**config.mk**
```make
export PLATFORM = sky130hd
export DESIGN_NAME = l3_resolver
export DESIGN_NICKNAME = d
export VERILOG_FILES = /design/src/rtl/l3_resolver.sv
export SDC_FILE = /design/constraint.sdc
export NUM_CORES = 1
export LEC_CHECK = 0
export CAP_MARGIN = 30
export CORE_MARGIN = 2
export CORE_UTILIZATION = 52
export DETAILED_ROUTE_END_ITERATION = 16
export HOLD_SLACK_MARGIN = 0.03
export PLACE_DENSITY = 0.83
export SLEW_MARGIN = 20
export SYNTH_ARGS = -nofsm -noshare
export SYNTH_HDL_FRONTEND = slang
export SYNTH_SLANG_ARGS = --single-unit
```
**constraint.sdc**
```tcl
create_clock -name clk -period 4.8 [get_ports clk]
set_clock_uncertainty 0.05 [all_clocks]
set_input_delay 0.96 -clock clk [delete_from_list [all_inputs] [get_ports clk]]
set_output_delay 0.96 -clock clk [all_outputs]
set_load 0.05 [all_outputs]
```
**src/rtl/l3_resolver.sv**
```systemverilog
// Serial carry resolver: turns an L3 redundant polynomial into a two's-complement
// integer, one digit per cycle, LSB digit first, behind valid/ready on both sides.
module l3_resolver #(
  parameter int ADD_DIV  = 4,
  parameter int DIGIT_W  = 16,
  parameter int L3_CARRY = 8
) (
  input  logic                                   clk,
  input  logic                                   rstn,
  input  logic                                   in_valid,
  output logic                                   in_ready,
  input  logic [ADD_DIV*(L3_CARRY+DIGIT_W)-1:0]  in_L3,
  output logic                                   out_valid,
  input  logic                                   out_ready,
  output logic [ADD_DIV*DIGIT_W+L3_CARRY-1:0]    out_int
);

  localparam int DT  = L3_CARRY + DIGIT_W;
  localparam int LEN = ADD_DIV*DIGIT_W + L3_CARRY;
  localparam int KW  = (ADD_DIV > 1) ? $clog2(ADD_DIV) : 1;

  typedef enum logic [1:0] {IDLE, RUN, DONE} state_t;

  state_t              state;
  logic [ADD_DIV*DT-1:0] op;
  logic [L3_CARRY:0]   c;
  logic [KW-1:0]       k;
  logic [DT-1:0]       digit;
  logic [DT:0]         s;
  logic [L3_CARRY:0]   c_next;
  logic                accept;

  always_comb begin
    in_ready  = (state == IDLE) || ((state == DONE) && out_ready);
    out_valid = (state == DONE);
    accept    = in_valid && in_ready;
  end

  // One extra bit on the sum keeps the signed carry exact; c_next is s >>> DIGIT_W.
  always_comb begin
    digit  = op[int'(k)*DT +: DT];
    s      = {{DIGIT_W{c[L3_CARRY]}}, c} + {digit[DT-1], digit};
    c_next = s[DT:DIGIT_W];
  end

  always_ff @(posedge clk or negedge rstn) begin
    if (!rstn) begin
      state   <= IDLE;
      op      <= '0;
      c       <= '0;
      k       <= '0;
      out_int <= '0;
    end else begin
      case (state)
        IDLE, DONE: begin
          if (accept) begin
            op    <= in_L3;
            c     <= '0;
            k     <= '0;
            state <= RUN;
          end else if (state == DONE && out_ready) begin
            state <= IDLE;
          end
        end
        RUN: begin
          out_int[int'(k)*DIGIT_W +: DIGIT_W] <= s[DIGIT_W-1:0];
          c <= c_next;
          if (k == KW'(ADD_DIV-1)) begin
            out_int[LEN-1 -: L3_CARRY] <= c_next[L3_CARRY-1:0];
            state <= DONE;
          end else begin
            k <= k + 1'b1;
          end
        end
        default: state <= IDLE;
      endcase
    end
  end

endmodule

```
==> flow_metrics.py <==
metrics = {
    "global_routing": {
        "gr-usage-met1_pct": 37.59,
        "grt_max_degree": 107,
        "grt.busiest_layer": "met2",
        "grt_pass1_wl_mm": 36.93,
        "grt_util_all_layers_pct": 26.50,
        "grt_pass1_vias": 7099,
        "use_met2_pct": 41.44,
        "antenna_found_initial": 0,
        "overflow": 0,
        "use_met3_pct": 5.746,
    },
    "drt": {
        "wire_per_inst_um": 17.75,
        "wl_mm": 22.63,
        "drtPass1Iterations": 5,
        "dr.first_iter.drc_count": 558,
        "postRouteAntennaNets": 0,
        "vias": 7313,
        "drc": 0,
        "via_per_inst": 5.736,
    },
    "floorplan": {
        "initial_core_util_pct": 52.76,
        "die_w_um": 133.3,
        "ioPinCount": 174,
        "core_um2": 16470,
        "fp.dieH_um": 133.3,
        "die_area_um2": 17760,
        "rows": 47,
    },
    "timing": {
        "period_minus_slack_ns": 3.832,
        "rsz0062_at_grt": "no",
        "setup-tns-final_ns": 0,
        "hold_viol_final": 0,
        "max_freq_mhz": 260.9,
        "final-max-slew-violation-count": 0,
        "tightest_slew_ns": 0.7967,
        "slew_headroom_pct": 46.89,
        "setup_slack_ns": 0.9676,
        "period_share_pct": 79.84,
        "setup_violations": 0,
    },
    "clocking": {
        "clk_path_buf_depth": 2,
        "numCtsBuffers": 17,
        "path_clk_slew_ns": 0.07,
        "clock_latency_ns": 0.44,
        "root_buffer": "clkbuf_16",
        "htreeDepth": 4,
        "cts_tree": "yes",
        "clock-sinks": 181,
        "hold_buffers": 0,
        "post_cts_buffers": 0,
        "cts_resized": 0,
    },
    "worst_setup_path": {
        "critPathSlowestCell": "dfrtp_2",
        "cp_cell_sequence": "buf_4 > mux4_2 > ha_1 > a21oi_1 > o21ai_0 > a2111oi_0 > and2_1 > nor2b_1 > o41ai_1",
        "cp.required_ns": 5.05,
        "cp-start-kind": "flip-flop",
        "setup.worst_path.start": "k[0]",
        "crit_path_end_kind": "flip-flop",
        "critPathMaxStageDelay_ns": 0.77,
        "arrival_ns": 4.08,
        "reg2reg_from": "k[0]",
        "path_max_fanout": 21,
        "path_class": "flip-flop to flip-flop",
        "path_buf_inv": 1,
        "crit_family": "compound AO/OA/AOI/OAI gates",
    },
    "layout": {
        "layout.nets": 1174,
        "fin_area_um2": 11380,
        "drive_gt1_share_pct": 7.583,
        "fill_cells": 1244,
        "area_delta_synth_final_pct": 31.00,
        "antenna_cells": 0,
    },
    "synthesis": {
        "yosysTopAreaCell": "dfrtp_1",
        "syn-cell-area_um2": 8687,
        "synth_nets": 1014,
        "synth-warning-count": 0,
        "async_flop_share_pct": 100.0,
        "synth_cell_types": 53,
        "synth.top_cell.area_share_pct": 52.14,
        "postSynthCellCount": 882,
        "ys_seq_area_share_pct": 52.14,
        "synth_edf_count": 0,
        "ys_ff_latch": 181,
        "synth_area_leaders": "dfrtp_1 (52%), nand2_1 (14%), mux4_2 (6.2%)",
        "synth_ff_type": "dfrtp_1",
        "syn_avg_cell_area_um2": 9.849,
    },
    "outcome": {
        "outcome": "completed",
    },
    "min_path": {
        "hold_class": "input pin to async pin",
    },
    "placement": {
        "hpwl_mm": 16.31,
        "place_ws_ns": 1.007,
        "portBuffers": 173,
        "placedInstanceArea_um2": 10660,
        "gp_congestion": 0.9150,
    },
    "power": {
        "p_leak_uw": 0.005349,
        "total_power_uw": 9901,
        "peakVddDrop_mv": 0.3965,
        "p_per_area_nw_per_um2": 870.0,
    },
    "run": {
        "max-cap-violations": 0,
    },
}
-- sequential cells by signal, indices dropped and copies added (netlist names) --
signal,cells
state,2
c,9
k,2
op,96
out_int,72
-- cells in the mapped netlist, drive strengths merged (2+ instances only) --
cell,instances
a211o,2
a211oi,3
a21o,4
a21oi,25
a221oi,3
a22o,57
a22oi,2
a31oi,3
a32oi,2
and2,3
and3,2
and4,3
buf,9
clkbuf,39
dfrtp,181
ha,31
inv,7
mux4,24
nand2,329
nand2b,5
nand3,8
nand4,7
nor2,34
nor2b,11
nor3,6
o21a,4
o21ai,29
o22a,2
o22ai,2
o31ai,6
o41ai,4
xnor2,14
xor2,6
-- layer usage --
metal  vias to the layer above  share of wire [%]
li1                       3362                  -
met2                       334                 47
met1                      3575                 44
met5                         -                  0
met4                         0                2.3
met3                        42                6.4
-- path summary, 6_finish.rpt --
check	end	slack [ns]	depth (start not counted)
worst max-delay path	c[8]	0.97	9
worst min-delay path	out_int[37]	0.33	1
worst max register to register	c[8]	0.97	9
worst min register to register	op[62]	0.42	2
max in group asynchronous	op[14]	3.36	3
min in group clk	op[62]	0.42	2
-- stage by stage --
stage / util (%) / hold WS, ns / std cells
2_1_floorplan: - / 0.3903 / 882
3_3_place_gp: 64.57 / 0.4031 / 1240
3_5_place_dp: 64.73 / 0.4077 / 1241
4_1_cts: 68.90 / 0.4237 / 1273
5_1_grt: 69.11 / 0.3433 / 1275
6_report: 69.11 / 0.3326 / 1275
-- cell usage in the layout, fill, tap and decap left out, types with 6 or more instances in the layout --
master,netlist,final
bufinv_16,0,6
nor2b_1,11,11
o21ai_0,27,27
buf_4,0,13
xnor2_1,14,14
xor2_1,6,6
nand3_1,8,8
dfrtp_1,181,180
a22o_1,57,57
nor3_1,6,6
clkbuf_16,0,17
nor2_1,34,34
nand2_1,329,328
a21oi_1,23,23
clkdlybuf4s50_1,0,172
ha_1,31,31
mux4_2,24,24
inv_1,7,7
nand4_1,7,7
-- layout make-up --
class                      count  area [µm²]  share of cell area (%)
sequential                   181        4531                   39.81
multi-input combinational    646        3956                   34.77
timing repair buffer         189        1906                   16.75
clock buffer                  19       442.9                   3.892
tap                          220       275.3                   2.419
clock inverter                13       242.7                   2.133
inverter                       7       26.28                  0.2309
-- where the power goes --
| group | leakage (µW) | switching [µW] | internal (µW) |
|---|---|---|---|
| logic | 0.00269 | 3550 | 2040 |
| registers | 0.00233 | 500 | 2200 |
| clock network | 0.000331 | 610 | 1000 |
-- cells by family after synthesis --
group           count (synthesis)  share of synthesized area, %
buf+inv                        55                         2.434
fa+ha+maj                      32                         4.695
mux                            25                         6.337
flops                         181                         52.14
simple gates                  413                         19.21
xor+xnor                       20                         2.016
compound gates                156                         13.16
-- worst reg2reg max path, cell delays in order, from the launching register on --
cell       delay [ns]
dfrtp_2          0.77
buf_4            0.32
mux4_2           0.52
ha_1             0.39
a21oi_1          0.22
o21ai_0          0.22
a2111oi_0        0.51
and2_1           0.23
nor2b_1          0.07
o41ai_1          0.40
(Power assumes the default switching activity.)
